--- config.mk ---
export PLATFORM = sky130hd
export DESIGN_NAME = victim_cache_lru
export DESIGN_NICKNAME = d
export VERILOG_FILES = /design/src/rtl/victim_cache_lru_pkg.sv /design/src/rtl/victim_cache_lru_lru_age.sv /design/src/rtl/victim_cache_lru.sv
export SDC_FILE = /design/constraint.sdc
export NUM_CORES = 2
export LEC_CHECK = 0
export ABC_AREA = 1
export BUFFER_PORTS_ARGS = -buffer_cell sky130_fd_sc_hd__buf_2
export CORE_ASPECT_RATIO = 2
export CORE_MARGIN = 2
export CORE_UTILIZATION = 30
export DETAILED_ROUTE_END_ITERATION = 16
export PLACE_DENSITY = 0.54
export REMOVE_ABC_BUFFERS = 1
export SYNTH_ARGS = -nofsm -noshare
export SYNTH_HDL_FRONTEND = slang
export SYNTH_SLANG_ARGS = --single-unit
--- constraint.sdc ---
create_clock -name clock -period 14.8 [get_ports clock]
set_clock_uncertainty 0.05 [all_clocks]
set_input_delay 2.96 -clock clock [delete_from_list [all_inputs] [get_ports clock]]
set_output_delay 2.96 -clock clock [all_outputs]
set_load 0.01 [all_outputs]
--- src/rtl/victim_cache_lru_pkg.sv ---
// Shared defaults and entry/age types for the LRU victim cache.
package victim_cache_lru_pkg;
  localparam int VC_VICTIM_SIZE = 8;
  localparam int VC_NUM_LOOKUP  = 2;
  localparam int VC_TAG_W       = 29;
  localparam int VC_DATA_W      = 64;
  localparam int VC_CNT_W       = 32;

  typedef logic [$clog2(VC_VICTIM_SIZE)-1:0] victim_age_t;

  typedef struct packed {
    logic                 valid;
    logic                 dirty;
    logic [VC_TAG_W-1:0]  tag;
    logic [VC_DATA_W-1:0] data;
  } victim_entry_t;
endpackage

--- src/rtl/victim_cache_lru_lru_age.sv ---
// Per-entry LRU ages: applies ordered touches each edge and picks the victim.
module victim_lru_age
  import victim_cache_lru_pkg::*;
#(
  parameter int SIZE  = VC_VICTIM_SIZE,
  parameter int NPORT = VC_NUM_LOOKUP
) (
  input  logic                                 clock,
  input  logic                                 reset,
  input  logic [SIZE-1:0]                      valid_i,
  input  logic [NPORT-1:0]                     touch_i,
  input  logic [NPORT-1:0][$clog2(SIZE)-1:0]   touch_idx_i,
  input  logic                                 ins_i,
  input  logic                                 ins_new_i,
  input  logic [$clog2(SIZE)-1:0]              ins_idx_i,
  output logic [$clog2(SIZE)-1:0]              victim_idx_o
);
  localparam int AW = $clog2(SIZE);
  localparam logic [AW-1:0] AMAX = AW'(SIZE - 1);

  logic [SIZE-1:0][AW-1:0] age_q, age_d;

  // Entries no older than the touched one age by one; the touched one becomes MRU.
  function automatic logic [SIZE-1:0][AW-1:0] touch(
    input logic [SIZE-1:0][AW-1:0] a,
    input logic [AW-1:0]           idx,
    input logic [AW-1:0]           prior,
    input logic [SIZE-1:0]         v
  );
    logic [SIZE-1:0][AW-1:0] r;
    r = a;
    for (int j = 0; j < SIZE; j++)
      if (AW'(j) != idx && v[j] && a[j] <= prior && a[j] != AMAX)
        r[j] = a[j] + 1'b1;
    r[idx] = '0;
    return r;
  endfunction

  always_comb begin
    age_d = age_q;
    for (int p = 0; p < NPORT; p++)
      if (touch_i[p])
        age_d = touch(age_d, touch_idx_i[p], age_d[touch_idx_i[p]], valid_i);
    if (ins_i)
      age_d = touch(age_d, ins_idx_i, ins_new_i ? AMAX : age_d[ins_idx_i], valid_i);
  end

  logic          found;
  logic [AW-1:0] best;
  always_comb begin
    found        = 1'b0;
    best         = '0;
    victim_idx_o = '0;
    for (int j = 0; j < SIZE; j++)
      if (valid_i[j] && (!found || age_q[j] > best)) begin
        found        = 1'b1;
        best         = age_q[j];
        victim_idx_o = AW'(j);
      end
  end

  always_ff @(posedge clock or negedge reset)
    if (!reset) age_q <= '0;
    else        age_q <= age_d;
endmodule

--- src/rtl/victim_cache_lru.sv ---
// Fully-associative victim cache: parallel lookups with extract, LRU insert, one-deep dirty writeback.
module victim_cache_lru
  import victim_cache_lru_pkg::*;
#(
  parameter int VICTIM_SIZE = VC_VICTIM_SIZE,
  parameter int NUM_LOOKUP  = VC_NUM_LOOKUP,
  parameter int TAG_W       = VC_TAG_W,
  parameter int DATA_W      = VC_DATA_W,
  parameter int CNT_W       = VC_CNT_W
) (
  input  logic                               clock,
  input  logic                               reset,
  input  logic [NUM_LOOKUP-1:0]              lookup_valid,
  input  logic [NUM_LOOKUP-1:0][TAG_W-1:0]   lookup_tag,
  input  logic [NUM_LOOKUP-1:0]              lookup_extract,
  output logic [NUM_LOOKUP-1:0]              lookup_hit,
  output logic [NUM_LOOKUP-1:0][DATA_W-1:0]  lookup_data,
  output logic [NUM_LOOKUP-1:0]              lookup_dirty,
  input  logic                               insert_valid,
  output logic                               insert_ready,
  input  logic [TAG_W-1:0]                   insert_tag,
  input  logic [DATA_W-1:0]                  insert_data,
  input  logic                               insert_dirty,
  output logic                               wb_valid,
  input  logic                               wb_ready,
  output logic [TAG_W-1:0]                   wb_tag,
  output logic [DATA_W-1:0]                  wb_data,
  output logic [CNT_W-1:0]                   hit_count,
  output logic [CNT_W-1:0]                   dirty_evict_count
);
  localparam int IW = $clog2(VICTIM_SIZE);

  typedef struct packed {
    logic              valid;
    logic              dirty;
    logic [TAG_W-1:0]  tag;
    logic [DATA_W-1:0] data;
  } entry_t;

  entry_t [VICTIM_SIZE-1:0] ent_q, ent_d;
  logic                     wb_valid_q, wb_valid_d;
  logic [TAG_W-1:0]         wb_tag_q, wb_tag_d;
  logic [DATA_W-1:0]        wb_data_q, wb_data_d;
  logic [CNT_W-1:0]         hit_cnt_q, hit_cnt_d, dec_cnt_q, dec_cnt_d;

  logic [VICTIM_SIZE-1:0]           valid_vec;
  logic [NUM_LOOKUP-1:0][IW-1:0]    hit_idx;
  logic                             match_any, free_any, evict_dirty, ins_fire;
  logic [IW-1:0]                    match_idx, free_idx, victim_idx, ins_idx;
  logic [CNT_W:0]                   hit_sum;

  always_comb
    for (int e = 0; e < VICTIM_SIZE; e++) valid_vec[e] = ent_q[e].valid;

  always_comb begin
    lookup_hit   = '0;
    lookup_data  = '0;
    lookup_dirty = '0;
    hit_idx      = '0;
    for (int p = 0; p < NUM_LOOKUP; p++)
      for (int e = 0; e < VICTIM_SIZE; e++)
        if (lookup_valid[p] && ent_q[e].valid && ent_q[e].tag == lookup_tag[p]) begin
          lookup_hit[p]   = 1'b1;
          hit_idx[p]      = IW'(e);
          lookup_data[p]  = ent_q[e].data;
          lookup_dirty[p] = ent_q[e].dirty;
        end
  end

  // Target selection sees only start-of-cycle state, so same-cycle extracts never free a slot.
  always_comb begin
    match_any = 1'b0;
    match_idx = '0;
    free_any  = 1'b0;
    free_idx  = '0;
    for (int e = 0; e < VICTIM_SIZE; e++) begin
      if (ent_q[e].valid && ent_q[e].tag == insert_tag) begin
        match_any = 1'b1;
        match_idx = IW'(e);
      end
      if (!ent_q[e].valid && !free_any) begin
        free_any = 1'b1;
        free_idx = IW'(e);
      end
    end
  end

  assign ins_idx      = match_any ? match_idx : (free_any ? free_idx : victim_idx);
  assign evict_dirty  = !match_any && !free_any && ent_q[victim_idx].dirty;
  assign insert_ready = !(wb_valid_q && !wb_ready && evict_dirty);
  assign ins_fire     = insert_valid && insert_ready;

  victim_lru_age #(.SIZE(VICTIM_SIZE), .NPORT(NUM_LOOKUP)) u_age (
    .clock        (clock),
    .reset        (reset),
    .valid_i      (valid_vec),
    .touch_i      (lookup_hit & ~lookup_extract),
    .touch_idx_i  (hit_idx),
    .ins_i        (ins_fire),
    .ins_new_i    (!match_any),
    .ins_idx_i    (ins_idx),
    .victim_idx_o (victim_idx)
  );

  always_comb begin
    ent_d = ent_q;
    for (int p = 0; p < NUM_LOOKUP; p++)
      if (lookup_hit[p] && lookup_extract[p]) ent_d[hit_idx[p]].valid = 1'b0;
    if (ins_fire) begin
      if (match_any) begin
        ent_d[ins_idx].valid = 1'b1;
        ent_d[ins_idx].dirty = ent_q[ins_idx].dirty | insert_dirty;
        ent_d[ins_idx].data  = insert_data;
      end else begin
        ent_d[ins_idx] = {1'b1, insert_dirty, insert_tag, insert_data};
      end
    end
  end

  always_comb begin
    wb_valid_d = wb_valid_q && !wb_ready;
    wb_tag_d   = wb_tag_q;
    wb_data_d  = wb_data_q;
    if (ins_fire && evict_dirty) begin
      wb_valid_d = 1'b1;
      wb_tag_d   = ent_q[victim_idx].tag;
      wb_data_d  = ent_q[victim_idx].data;
    end
  end

  always_comb begin
    hit_sum = {1'b0, hit_cnt_q};
    for (int p = 0; p < NUM_LOOKUP; p++) hit_sum = hit_sum + (CNT_W+1)'(lookup_hit[p]);
    hit_cnt_d = hit_sum[CNT_W] ? '1 : hit_sum[CNT_W-1:0];
    dec_cnt_d = (ins_fire && evict_dirty && dec_cnt_q != '1) ? dec_cnt_q + 1'b1 : dec_cnt_q;
  end

  always_ff @(posedge clock or negedge reset)
    if (!reset) begin
      ent_q      <= '0;
      wb_valid_q <= 1'b0;
      wb_tag_q   <= '0;
      wb_data_q  <= '0;
      hit_cnt_q  <= '0;
      dec_cnt_q  <= '0;
    end else begin
      ent_q      <= ent_d;
      wb_valid_q <= wb_valid_d;
      wb_tag_q   <= wb_tag_d;
      wb_data_q  <= wb_data_d;
      hit_cnt_q  <= hit_cnt_d;
      dec_cnt_q  <= dec_cnt_d;
    end

  assign wb_valid          = wb_valid_q;
  assign wb_tag            = wb_tag_q;
  assign wb_data           = wb_data_q;
  assign hit_count         = hit_cnt_q;
  assign dirty_evict_count = dec_cnt_q;
endmodule

# --- Word-level counts from Yosys, hierarchy flattened ---
# Index checks and enable logic that the tools add are counted.
word_totals:
  word_cells: 568
  regBits: 942
  out_inout_bits: 291
  inputBits: 160
classes:
  n_reduce_logical: 172
  n_bitwise: 9
  order_cmp: 38
  eq_ne: 70
  addsub: 27
  mux: 207
ops:
  columns: ["operator", "n"]
  rows:
  - ["bitwise mux 760 bit", 6]
  - ["two-way mux 760 bit", 4]
  - ["demux 95 bit (select 3 bit)", 6]
  - ["two-way mux 64 bit", 17]
  - ["equality test 29 bit", 24]
  - ["binary-select mux 95 bit (select 3 bit)", 2]
  - ["two-way mux 95 bit", 4]
  - ["two-way mux 94 bit", 3]
  - ["two-way mux 3 bit", 92]
  - ["logical AND 1 bit", 138]
  - ["adder 3 x 1 -> 3 bit, second input constant", 24]
  - ["AND 24 bit", 3]
  - ["<= comparator 3 bit", 24]
  - ["two-way mux 24 bit", 3]
  - ["!= test 3 bit, second input constant", 24]
  - ["inverter 24 bit", 3]
  - ["two-way mux 1 bit", 61]
  - ["!= test 3 bit, first input constant", 12]
  - ["adder 32 x 1 -> 33 bit", 1]
  - ["adder 33 x 1 -> 33 bit", 1]
  - ["adder 32 x 1 -> 32 bit, second input constant", 1]
  - ["two-way mux 32 bit", 1]
  - ["!= test 32 bit, second input constant", 1]
  - ["binary-select mux 3 bit (select 3 bit)", 3]
  - ["13 further kinds", 65]

# --- Longest topological paths before layout ---
depth:
  ltp_word: 41
  depth_mapped: 79
  depth_no_buf: 78

# --- Cells and area by module ---
# From an unflattened synthesis, not the netlist that was laid out.
unflattened:
  cells_unflattened: 10264
  area_unflattened_um2: 69306.5
modules_own_cells:
  columns: ["mod", "area_each_um2", "cells_each", "instances", "seq_area_each_um2"]
  rows:
  - ["victim_cache_lru", 63059.2, 9306, 1, 22972.0]
  - ["victim_lru_age", 6247.2, 958, 1, 600.6]

# --- Worst setup path before layout ---
# No wires, ideal clock.
synth_timing:
  path_type: "reg2out"
  from: "register ent_q[94] (netlist name)"
  to: "output insert_ready"
  n_path_buf: 1
  arrival_time_ns: 7.228
  path_stages_with_launch: 61
  path_slack_ns: 4.562
  path_cell_list: "dfrtp_1 -> buf_4 -> nand2_1 -> ha_1 -> nand3_1 -> nand2_1 -> nand2_1 -> a21oi_1 -> inv_1 -> o21ai_0 -> ha_1 -> a21oi_1 -> nand2_1 -> nand2_1 -> nand2_1 -> nand2_2 -> o21ai_0 -> ha_1 -> [... 25 more ...] -> nand2_1 -> nand2_1 -> nand2_2 -> nand2_1 -> o21ai_0 -> ha_1 -> a21oi_1 -> o21ai_0 -> nand2_1 -> o21ai_1 -> nand2_2 -> nand2_4 -> nor2_8 -> inv_4 -> nand3_1 -> nand3_1 -> nand2_2 -> nand4_4"
synth_via:
  elab_chain_cells: 34
  elab_cells_between_ends: 87
  cone_classes: "order compare (7); mux (39); reduce/logical (41)"
synth_lines:
  columns: ["item", "line_no", "rtl"]
  rows:
  - ["from (decl)", "victim_cache_lru.sv:40", "entry_t [VICTIM_SIZE-1:0] ent_q, ent_d;"]
  - ["from (signal assigned)", "victim_cache_lru.sv:147", "ent_q <= ent_d;"]
  - ["two-way mux 3 bit / two-way mux 1 bit (equally long branches)", "victim_cache_lru_lru_age.sv:55", "if (valid_i[j] && (!found || age_q[j] > best)) begin"]
  - ["greater-than comparator 3 bit / logical NOT 1 bit (equally long branches)", "victim_cache_lru_lru_age.sv:55", null]
  - ["logical OR 1 bit", "victim_cache_lru_lru_age.sv:55", null]
  - ["logical AND 1 bit", "victim_cache_lru_lru_age.sv:55", null]
  - ["two-way mux 3 bit / two-way mux 1 bit (equally long branches)", "victim_cache_lru_lru_age.sv:55", null]
  - ["greater-than comparator 3 bit / logical NOT 1 bit (equally long branches)", "victim_cache_lru_lru_age.sv:55", null]
  - ["logical OR 1 bit", "victim_cache_lru_lru_age.sv:55", null]
  - ["logical AND 1 bit", "victim_cache_lru_lru_age.sv:55", null]
  - ["[... 18 more ...]", null, null]
  - ["logical OR 1 bit", "victim_cache_lru_lru_age.sv:55", null]
  - ["logical AND 1 bit", "victim_cache_lru_lru_age.sv:55", null]
  - ["two-way mux 3 bit", "victim_cache_lru_lru_age.sv:55", null]
  - ["binary-select mux 95 bit (select 3 bit)", "victim_cache_lru.sv:89", "assign evict_dirty = !match_any && !free_any && ent_q[victim_idx].dirty;"]
  - ["two-way mux 94 bit", null, null]
  - ["logical AND 1 bit *", "victim_cache_lru.sv:89", null]
  - ["logical AND 1 bit *", "victim_cache_lru.sv:90", "assign insert_ready = !(wb_valid_q && !wb_ready && evict_dirty);"]
  - ["logical NOT 1 bit *", "victim_cache_lru.sv:90", null]
  - ["to (decl)", "victim_cache_lru.sv:20", "output logic insert_ready,"]
# Mark *: on every way between the ends. The rest lies on a longest branch, timed or not. The select of a mux whose other input is x is not followed.

# --- Worst setup path after layout ---
# Same ends and word-level chain as after synthesis.

==> summary.txt <==
Worst setup path
  • CP delay by family, top: compound AO/OA/AOI/OAI gates
  • R2r endpoint: u_age.age_q[15]
  • R2R Setup Slk: 2.09 ns
  • CP Max Fanout: 77
  • CP dominant cell by count: nand2_1
  • Slowest cell delay on critical path: 0.58 ns
  • CP Buf/Inv Count: 3
  • WP data required: 11.79 ns
  • R2r startpoint: ent_q[94]
  • R2r worst-path depth: 70
  • Crit start category: flop
  • Worst setup EP type: primary output
  • Slowest-stage cell, CP: inv_6
  • Crit path DAT: 10.32 ns
  • CP Class: flop to primary output

STA
  • Final Hold Viols: 0
  • Slew Viols, Final: 0
  • Final setup fails: 0
  • Tmin final: 13.33 ns
  • Fin Setup TNS: 0 ns
  • Fin crit share: 90.1%
  • RSZ-0062 raised after global routing: false
  • Slew margin rel.: 9.28%
  • Hold WS: 0.428 ns
  • Slew @ Worst Pin: 1.35 ns
  • Max Fclk: 75.0 MHz

Routing
  • # DRC: 0
  • Drt first pass iters: 7
  • WL/cell: 34.2 µm
  • Initial DRC count: 12,400
  • DRT Wirelength: 453,000 µm
  • Via total after detailed routing: 79,600
  • Vias/cell: 6.00
  • Post-route ant nets: 0

Synthesis
  • Distinct cells, synth: 70
  • Ys flop type: dfrtp_1
  • EDFF count, synth: 0
  • Sequential-to-total area share from yosys stat: 34.7%
  • Fraction of registers with async set/reset: 100%
  • Synth Register Bits: 942
  • Syn avg cell area: 6.76 µm²
  • Syn Std Cell Area: 0.0680 mm²
  • Mapped Cells: 10,100
  • Ys Warns: 0

Placed design
  • Final GP Congestion: 1.14
  • Dpl hpwl: 311,000 µm
  • Port bufs: 450
  • Dpl cells: 13,100
  • Placed Instance Area: 0.0726 mm²

Worst hold path
  • Class of the worst hold path: flop to flop
  • Min-Delay Endpoint: wb_tag[1]
  • Hold Path Origin: wb_tag[1]
  • WHS Path Cells: 2

Floorplan
  • Ports: 451
  • Die area: 0.231 mm²
  • Cell row count: 247
  • Starting Density: 30.1%
  • Core area: 0.226 mm²
  • Die X: 341 µm
  • Chip height: 677 µm

Clock network
  • Clock Pin Slew Worst Setup and Hold Paths: 0.07 ns
  • Clock Path Buffers: 3
  • CTS tree: built
  • TritonCTS Sinks: 942
  • Root Driver: clkbuf_16
  • # Post-CTS Setup Buffers: 0
  • CTS Buf Count: 102
  • # hold bufs at CTS: 0
  • Worst skew pair latency: 0.82 ns
  • H-tree levels: 3
  • Cts repair resizes: 0

Layout
  • Final instance area: 0.0762 mm²
  • FF+latch area: 0.0236 mm²
  • Most frequent cells in the layout: 2,332 x nand2_1, 1,672 x o21ai_0, 942 x dfrtp_1
  • Area of the multi-input gates: 0.0377 mm²
  • Share of layout cells above drive strength 1: 10.6%
  • Nets: 10,500
  • Fillers: 24,900
  • Most common cell after layout, fill and taps aside: nand2_1
  • Area Growth Syn to Fin: 12.1%
  • Post-route non-filler standard cell count: 13,300

Global routing
  • Antenna violations before repair: 43
  • Tot GR Track Use: 38.0%
  • Vias in the first global route: 73,300
  • Gr ovfl total: 0
  • Largest net degree at the start of global routing: 130
  • Global-route wire length before repair: 616,000 µm

Status
  • Status: complete, no violations

Flow run
  • MaxCap Viol Count: 0
[layout make-up]
| type | instances | share of cell area, % |
|---|---|---|
| Antenna cell | 22 | 0.0723 |
| Inverter | 994 | 4.94 |
| Clock inverter | 53 | 0.833 |
| Multi-Input combinational cell | 7487 | 49.5 |
| Sequential cell | 942 | 31.0 |
| Clock buffer | 136 | 3.82 |
| Tap cell | 2988 | 4.91 |
| Timing Repair Buffer | 643 | 4.94 |
[kinds of logic after synthesis]
group	after synthesis	share of synthesized area [%]
flip-flops	942	34.7
buffers and inverters	1626	10.1
XOR/XNOR	185	2.38
adder cells (fa/ha/maj)	144	2.66
AO/OA/AOI/OAI	3107	24.7
multiplexers	3	0.0460
AND/OR/NAND/NOR	4048	25.4
[through the flow]
| step | setup WS, ns | util [%] |
|---|---|---|
| floorplan | -0.0982 | - |
| global placement | 1.77 | 32.2 |
| detailed placement | 1.72 | 32.2 |
| CTS | 1.46 | 33.7 |
| global route | 0.382 | 33.7 |
| finish | 1.47 | 33.8 |
[sequential cells by signal, indices dropped and copies added, names as in the netlist]
signal and flops:
wb_data 64, hit_count 32, u_age.age_q 24, wb_valid 1, wb_tag 29, dirty_evict_count 32, ent_q 760
[tightest hold or removal path, cell delays in order, from the launching register on]
cell and delay (ns):
dfrtp_1 0.34, nand2_1 0.05, nand2_1 0.05
[synth_stat cells, types with 15 or more instances]
cell	count	area [µm²]
nor3b_1	15	113
nand2_2	46	288
a22oi_1	62	465
inv_2	98	368
nand3b_1	34	255
clkbuf_1	362	1360
o221ai_1	44	385
nor2_1	814	3060
o211ai_1	79	593
nor4_1	26	163
buf_6	40	450
nand3_1	265	1330
xnor2_1	76	666
o22ai_1	362	2260
buf_2	131	656
nand2_1	2341	8790
o21ai_1	180	901
ha_1	143	1790
nor2_4	15	169
o21ai_2	20	175
inv_1	887	3330
o21ai_0	1672	8370
nand4_1	227	1420
buf_4	69	518
buf_1	18	67.6
dfrtp_1	942	23600
a21oi_1	637	3190
nor2_2	19	119
nor3_1	128	641
or3_1	62	388
xor2_1	109	955
[metal layers]
layer  track usage, %  wire, µm
met4             22.0     31800
met1             49.8    179000
met2             54.4    186000
met5                0       126
met3             12.1     55900
[worst max-delay path by stage]
| stage | start | to | slack (ns) | cells past startpoint |
|---|---|---|---|---|
| after global routing | ent_q[94] | insert_ready | 0.38 | 57 |
| after detailed placement | lookup_tag[12] | u_age.age_q[15] | 1.72 | 50 |
| after CTS | ent_q[94] | insert_ready | 1.46 | 57 |
| after global placement | lookup_tag[12] | u_age.age_q[17] | 1.77 | 50 |
| final | ent_q[94] | insert_ready | 1.47 | 57 |
| after floorplan | ent_q[94] | dirty_evict_count[31] | -0.1 | 65 |
Power is not shown: default switching activity piles up to over one toggle a cycle in this logic, so the estimate is an artifact.
